`config.mk`:
```
export PLATFORM = sky130hd
export DESIGN_NAME = alu_pipe
export DESIGN_NICKNAME = d
export VERILOG_FILES = /design/src/rtl/alu_pipe.sv
export SDC_FILE = /design/constraint.sdc
export NUM_CORES = 1
export LEC_CHECK = 0
export CAP_MARGIN = 10
export CELL_PAD_IN_SITES_DETAIL_PLACEMENT = 1
export CELL_PAD_IN_SITES_GLOBAL_PLACEMENT = 2
export CORE_AREA = 5 5 184 186
export DETAILED_ROUTE_END_ITERATION = 10
export DIE_AREA = 0 0 189 191
export PLACE_DENSITY_LB_ADDON = 0.1
export SYNTH_ARGS = -nofsm -noshare
export SYNTH_HDL_FRONTEND = slang
export SYNTH_SLANG_ARGS = --single-unit
```
`constraint.sdc`:
```
create_clock -name i_clk -period 4.4 [get_ports i_clk]
set_input_delay 0.44 -clock i_clk [delete_from_list [all_inputs] [get_ports i_clk]]
set_output_delay 0.44 -clock i_clk [all_outputs]
set_load 0.02 [all_outputs]
```
`src/rtl/alu_pipe.sv`:
```
// alu_pipe: handshaked, parametrised ALU. It sits between register-file read and
// writeback. Single-cycle ops load the output register on the accept edge.
// MUL is a shift-and-add loop that retires one multiplier bit per cycle, which
// gives a latency of WIDTH cycles.
//
// Ports:
//   i_clk, i_rst_n        clock and synchronous active-low reset
//   i_valid / o_ready     input channel: i_alu_op, i_in1 (A), i_in2 (B)
//   o_valid / i_out_ready output channel: o_alu_out plus flags o_z, o_c, o_n
module alu_pipe #(
  parameter int WIDTH = 16,
  parameter int SHW   = $clog2(WIDTH)
) (
  input  logic             i_clk,
  input  logic             i_rst_n,
  input  logic             i_valid,
  output logic             o_ready,
  input  logic [2:0]       i_alu_op,
  input  logic [WIDTH-1:0] i_in1,
  input  logic [WIDTH-1:0] i_in2,
  output logic             o_valid,
  input  logic             i_out_ready,
  output logic [WIDTH-1:0] o_alu_out,
  output logic             o_z,
  output logic             o_c,
  output logic             o_n
);

  typedef enum logic [2:0] {
    OP_PASS = 3'd0, OP_ADD = 3'd1, OP_SUB = 3'd2, OP_MUL = 3'd3,
    OP_AND  = 3'd4, OP_OR  = 3'd5, OP_XOR = 3'd6, OP_SHL = 3'd7
  } op_t;

  typedef enum logic {S_IDLE, S_MUL} state_t;

  state_t           state_q, state_d;
  logic [2*WIDTH-1:0] a_q, a_d;     // multiplicand, widened so it can shift into the high half
  logic [WIDTH-1:0] b_q, b_d;       // multiplier, consumed LSB first
  logic [2*WIDTH-1:0] acc_q, acc_d;
  logic [SHW-1:0]   cnt_q, cnt_d;
  logic             valid_q, valid_d;
  logic [WIDTH-1:0] res_q, res_d;
  logic             z_q, z_d, c_q, c_d, n_q, n_d;

  logic             accept;
  logic [WIDTH:0]   sum_w;
  logic [WIDTH-1:0] sc_res;
  logic             sc_c;
  logic [2*WIDTH-1:0] acc_sum;

  // The output slot is free when it is empty, or when it drains on this same edge.
  assign o_ready = i_rst_n && (state_q == S_IDLE) && (!valid_q || i_out_ready);
  assign accept  = i_valid && o_ready;

  assign sum_w   = {1'b0, i_in1} + {1'b0, i_in2};
  assign acc_sum = acc_q + (b_q[0] ? a_q : '0);

  // Single-cycle datapath, evaluated directly on the incoming operands.
  always_comb begin
    // NOTE: every signal assigned in always_comb gets a default first; without one, a path that skips the assignment infers a latch.
    sc_res = '0;
    sc_c   = 1'b0;
    case (op_t'(i_alu_op))
      OP_PASS: sc_res = i_in1;
      OP_ADD:  begin sc_res = sum_w[WIDTH-1:0]; sc_c = sum_w[WIDTH]; end
      OP_SUB:  begin sc_res = i_in1 - i_in2;    sc_c = (i_in1 < i_in2); end
      OP_AND:  sc_res = i_in1 & i_in2;
      OP_OR:   sc_res = i_in1 | i_in2;
      OP_XOR:  sc_res = i_in1 ^ i_in2;
      OP_SHL:  sc_res = i_in1 << i_in2[SHW-1:0];
      default: sc_res = '0;  // OP_MUL goes through the iterative path
    endcase
  end

  always_comb begin
    state_d = state_q;
    a_d     = a_q;
    b_d     = b_q;
    acc_d   = acc_q;
    cnt_d   = cnt_q;
    res_d   = res_q;
    z_d     = z_q;
    c_d     = c_q;
    n_d     = n_q;
    // A transfer empties the slot. A load on the same edge sets it again below.
    valid_d = (valid_q && i_out_ready) ? 1'b0 : valid_q;

    case (state_q)
      S_IDLE: begin
        if (accept) begin
          if (op_t'(i_alu_op) == OP_MUL) begin
            a_d     = {{WIDTH{1'b0}}, i_in1};
            b_d     = i_in2;
            acc_d   = '0;
            cnt_d   = SHW'(WIDTH - 1);
            state_d = S_MUL;
          end else begin
            res_d   = sc_res;
            z_d     = (sc_res == '0);
            c_d     = sc_c;
            n_d     = sc_res[WIDTH-1];
            valid_d = 1'b1;
          end
        end
      end
      S_MUL: begin
        acc_d = acc_sum;
        a_d   = a_q << 1;
        b_d   = b_q >> 1;
        cnt_d = cnt_q - SHW'(1);
        // The last partial product is folded in on the same edge that loads the result.
        if (cnt_q == '0) begin
          res_d   = acc_sum[WIDTH-1:0];
          z_d     = (acc_sum[WIDTH-1:0] == '0);
          c_d     = |acc_sum[2*WIDTH-1:WIDTH];
          n_d     = acc_sum[WIDTH-1];
          valid_d = 1'b1;
          state_d = S_IDLE;
        end
      end
      default: state_d = S_IDLE;
    endcase
  end

  always_ff @(posedge i_clk) begin
    if (!i_rst_n) begin
      // NOTE: the operand and accumulator registers are reset too, so a multiply cut short by reset leaves no residue behind.
      state_q <= S_IDLE;
      a_q     <= '0;
      b_q     <= '0;
      acc_q   <= '0;
      cnt_q   <= '0;
      valid_q <= 1'b0;
      res_q   <= '0;
      z_q     <= 1'b0;
      c_q     <= 1'b0;
      n_q     <= 1'b0;
    end else begin
      // NOTE: sequential state uses non-blocking assignments, so every register samples its pre-edge value.
      state_q <= state_d;
      a_q     <= a_d;
      b_q     <= b_d;
      acc_q   <= acc_d;
      cnt_q   <= cnt_d;
      valid_q <= valid_d;
      res_q   <= res_d;
      z_q     <= z_d;
      c_q     <= c_d;
      n_q     <= n_d;
    end
  end

  assign o_valid   = valid_q;
  assign o_alu_out = res_q;
  assign o_z       = z_q;
  assign o_c       = c_q;
  assign o_n       = n_q;

endmodule

```
After elaboration in Yosys (flattened, before gate mapping):

Index checks and enable logic that the tools add are counted.

* $add $sub $neg: 4
* $lt $le $gt $ge: 1
* equality and inequality tests: 11
* shift operators: 1
* multiplexer cells: 40
* bitwise logic cells: 4
* reductions and logical operators: 13

Operators by type and width (count)
* 32-bit two-way mux: 5
* 32-bit one-hot mux with 2 select lines: 2
* 16-bit one-hot mux with 7 select lines: 1
* 16-bit two-way mux: 5
* 16-bit one-hot mux with 2 select lines: 2
* 32-bit adder: 1
* 16-bit zero test: 2
* 16-bit by 16-bit adder with 17-bit output: 1
* 16-bit AND: 1
* 16-bit less-than comparator: 1
* 1-bit two-way mux: 16
* 16-bit OR: 1
* 16-bit OR reduction: 1
* 16-bit by 4-bit << shifter with 16-bit output: 1
* 16-bit subtractor: 1
* 16-bit XOR: 1
* 3-bit equality test, second input constant: 4
* 1-bit one-hot mux with 2 select lines: 6
* 4-bit two-way mux: 2
* 4-bit one-hot mux with 2 select lines: 1
* 3-bit by 2-bit equality test with 1-bit output, second input constant: 2
* 1-bit logical AND: 4
* 4-bit zero test: 1
* 2-bit by 1-bit != test with 1-bit output, second input constant: 2
* 9 further kinds: 10

* register bits: 105
* input port bits: 39
* output and inout port bits: 21
* logic and storage cells: 84

Depth between registers and ports, before layout:

* word-level depth: 6
* gate-level depth with buffers: 13
* mapped depth without buffers: 13

Worst setup path before layout:

OpenSTA, ideal clock, no wires.

* kind: input to register
* start point: in i_in2[2]
* end point: reg z_q (netlist: o_z)
* arrival: 3.115 ns
* slack: 1.201 ns
* stages: 13
* cells stage by stage: inv_1 -> buf_1 -> ha_1 -> buf_2 -> nor2b_1 -> o2111a_1 -> a2111oi_0 -> o221ai_1 -> a21oi_1 -> o211ai_1 -> nor4_1 -> nand4_1 -> o31ai_2

* longest elaborated chain between the ends: 6

Ends and longest elaborated chain
* start: declaration: line 20 `input logic [WIDTH-1:0] i_in2,`
* 16-bit subtractor, or another cell as far along: line 66 `OP_SUB: begin sc_res = i_in1 - i_in2; sc_c = (i_in1 < i_in2); end`
* 16-bit one-hot mux with 7 select lines *: line 63 `case (op_t'(i_alu_op))`
* 16-bit zero test *: line 99 `z_d = (sc_res == '0);`
* 1-bit two-way mux *: line 91 `if (op_t'(i_alu_op) == OP_MUL) begin`
* 1-bit two-way mux *: line 90 `if (accept) begin`
* 1-bit one-hot mux with 2 select lines *: line 88 `case (state_q)`
* end signal: assignment: line 147 `z_q <= z_d;`
* end: declaration: line 43 `logic z_q, z_d, c_q, c_d, n_q, n_d;`

Mark *: on every way between the ends. The rest lies on a longest branch, timed or not. The select of a mux whose other input is x is not followed.
A chain may end at the register's enable or synchronous reset.

Worst setup path after layout:

* start point: reg b_q[0]
* end point: reg c_q (netlist: o_c)

* longest elaborated chain between the ends: 5

Ends and longest elaborated chain
* start: declaration: line 38 `logic [WIDTH-1:0] b_q, b_d;`
* start signal: assignment: line 130 `b_q <= '0;`
* start signal: assignment: line 142 `b_q <= b_d;`
* 32-bit two-way mux: line 56 `assign acc_sum = acc_q + (b_q[0] ? a_q : '0);`
* 32-bit adder: line 56
* 16-bit OR reduction: line 115 `c_d = |acc_sum[2*WIDTH-1:WIDTH];`
* 1-bit two-way mux: line 112 `if (cnt_q == '0) begin`
* 1-bit one-hot mux with 2 select lines: line 88
* end signal: assignment: line 136 `c_q <= 1'b0;`
* end signal: assignment: line 148 `c_q <= c_d;`
* end: declaration: line 43

No other way between the ends. The select of a mux whose other input is x is not followed.

==> run summary <==
CTS buffer count -> 9
Post-synthesis sequential area ratio -> 22.0%
Slew HR -> 42.7%
Post-CTS Setup Repair Bufs -> 0
H-tree depth -> 3
Die Y-Extent -> 191 µm
Ys flop type -> dfxtp_1
CP max stage cell -> dfxtp_1
Largest family of logic cells by synthesized area -> compound AO/OA/AOI/OAI gates
Worst-Margin Slew -> 0.838 ns
Max Cap Viol -> 0
Post-Route WL -> 38.6 mm
First-pass GRT wire length -> 59.8 mm
Clock tree sinks -> 104
Row count -> 66
Via density -> 5.69
Vias -> 9698
Post-DP HPWL -> 29.7 mm
Syn_area_per_cell -> 7.57 µm²
All-layer global routing usage -> 21.2%
Post-route ant nets -> 0
#FFs+latches synth -> 104
Area Growth Syn to Fin -> 15.5%
Peak supply drop -> 0.183 mV
Overall die area -> 36100 µm²
Net count after synthesis -> 1380
DR WL/cell -> 22.6 µm
RSZ-0062 raised after global routing -> no
PnR worst setup slack -> 0.461 ns
Crit path buf inv count -> 0
CP top delay family -> compound AO/OA/AOI/OAI gates
Worst-Skew Late Latency -> 0.38 ns
Initial core utilization -> 29.5%
Worst EP arrival -> 4.20 ns
Share of cells above drive strength 1 -> 8.27%
Synth Area in XOR/XNOR -> 1.75%
Post-synth cell types -> 80
CTS root buf -> clkbuf_16
Final min period -> 3.94 ns
CP Data Required Time -> 4.66 ns
Congestion Overflow GR -> 0
Post-CTS sizing -> 0
Layout Skew -> 0.0219 ns
P per Cell Area -> 231 nW/µm²
Setup crit end kind -> register
Commonest non-fill, non-tap cells in the layout -> 143 x a21oi_1, 116 x nand2_1, 112 x nor2_1, 103 x dfxtp_1, 85 x ha_1
Complex-gate fraction of the synthesized area -> 30.6%
Clock Path Buffers -> 2
Startpoint Class -> register
Finish-stage setup viols -> 0
Worst path max stage delay -> 0.51 ns
Fmax -> 254 MHz
Async S/R FF share, synth -> 0%
Status -> finished, final reports clean
Setup TNS Final -> 0 ns
Core Box Area -> 32100 µm²
Initial antenna violation count -> 1
Die width -> 189 µm
Post-Synth Simple-Gate Area -> 22.0%
Min-delay worst type -> reg2reg
TritonCTS clock tree -> done
Post-synthesis adder-cell area fraction -> 11.8%
Multiplexer share of the synthesized area -> 6.10%
Final cell count without fillers -> 1703
Final hold violation count -> 0
CTS clk-pin slew, worst paths -> 0.08 ns
Largest net degree at the start of global routing -> 55
Number of I/O pins -> 60
Final net count -> 1416
CTS hold repair buffers -> 0
DRC -> 0
Ordered list of cells on the worst path -> and2_1, ha_1, fa_1, a211oi_1, o211ai_1, a31oi_1, o21bai_1, xor2_1, a2111oi_2, nand4_1, o41ai_1, nand2_1
WHS -> 0.458 ns
DR iter-0 viols -> 633
EDFF count, synth -> 0
Final Cycle Share -> 89.5%
Buffers on Ports -> 59
Worst Setup Path Type -> reg2reg
Post-Place Cells -> 1686
Dpl ws -> 0.277 ns
TritonRoute pass-1 iters -> 6
Commonest non-fill, non-tap cell in the layout -> a21oi_1
Post-Synthesis Cells -> 1253
Leakage -> 4.54 nW
Slew Limit Fails -> 0
GP Congestion -> 0.875
Critical path fanouts, max -> 24
Number of global-route vias before repair -> 9928
YS warnings -> 0
Post-Syn Area -> 9480 µm²
-- report_power, final --
| part | switching, mW | internal (mW) |
|---|---|---|
| sequential | 0.0133 | 0.957 |
| clock | 0.439 | 0.456 |
| combinational | 0.407 | 0.258 |
| total | 0.860 | 1.67 |
-- cell families (layout without fill, tap and decap cells) --
kind of cell               count (synthesis)  count (layout)
DFF                                      104             104
xor gates and xnor gates                  19              19
other                                      0               1
adders and majority gates                 88              88
buffers and inverters                    141             182
and+or+nand+nor                          430             430
AOI/OAI and AO/OA                        429             429
muxes                                     42              42
-- worst paths after layout --
check | from | to | slack (ns) | cells after the start
worst max-delay path | b_q[0] | o_c | 0.46 | 12
worst min-delay path | o_alu_out[1] | o_alu_out[1] | 0.46 | 2
worst max register to register | b_q[0] | o_c | 0.46 | 12
worst min register to register | o_alu_out[1] | o_alu_out[1] | 0.46 | 2
-- state kept, by name, indices dropped and copies added (netlist names) --
signal	cells
o_z	1
o_c	1
o_valid	1
acc_q	32
b_q	16
state_q	1
o_alu_out	16
cnt_q	4
a_q	32
-- cell type report --
type | count | area (µm²)
clock buffers | 9 | 225
repair buffers | 108 | 958
diodes | 1 | 2.50
well taps | 408 | 510
flip-flops and latches | 104 | 2090
fillers | 3847 | 21200
clock inverters | 7 | 92.6
multi-input cells | 1008 | 6860
inverters | 58 | 218
-- tightest hold or removal path, cell delays in order (launching register included) --
cell	delay (ns)
dfxtp_1	0.31
nand2_1	0.05
a21oi_1	0.05
-- per-stage QoR --
step	instance area (µm²)	power [mW]	utilization, %
5_1_grt	11000	2.66	34.1
2_1_floorplan	9480	1.38	-
3_5_place_dp	10600	1.66	33.1
3_3_place_gp	10600	1.66	33.1
6_report	11000	2.53	34.1
4_1_cts	11000	2.57	34.1
-- per-layer routing --
layer / part of all wire, % / track usage [%] / vias to the layer above
met5: 0.021 / 0 / -
met1: 49 / 30.1 / 4795
met2: 46 / 34.4 / 185
li1: - / - / 4677
met4: 1.7 / 5.16 / 2
met3: 3.2 / 2.41 / 39
-- synth_stat cells, types with 8 or more instances --
master,count,area share [%]
a211oi_1,11,0.87
inv_1,58,2.3
mux4_2,12,2.8
nor2_1,114,4.5
xor2_1,8,0.74
or3_1,10,0.66
nor2b_1,14,0.92
o21a_1,18,1.4
ha_1,85,11
nand2_1,116,4.6
and3_1,35,2.3
dfxtp_1,104,22
a22oi_1,32,2.5
a21oi_1,143,7.5
o22ai_1,13,0.86
o31ai_1,10,0.79
a31oi_1,15,0.99
mux2i_1,24,2.5
o21bai_1,10,0.79
nand3_1,31,1.6
a221oi_1,11,1.0
o21ai_0,50,2.6
nand4_1,9,0.59
clkbuf_1,67,2.7
a21o_1,25,2.0
xnor2_1,11,1.0
and2_1,40,2.6
nor3_1,27,1.4
o211ai_1,10,0.79
Note: power is estimated with default switching activity, not from simulation.
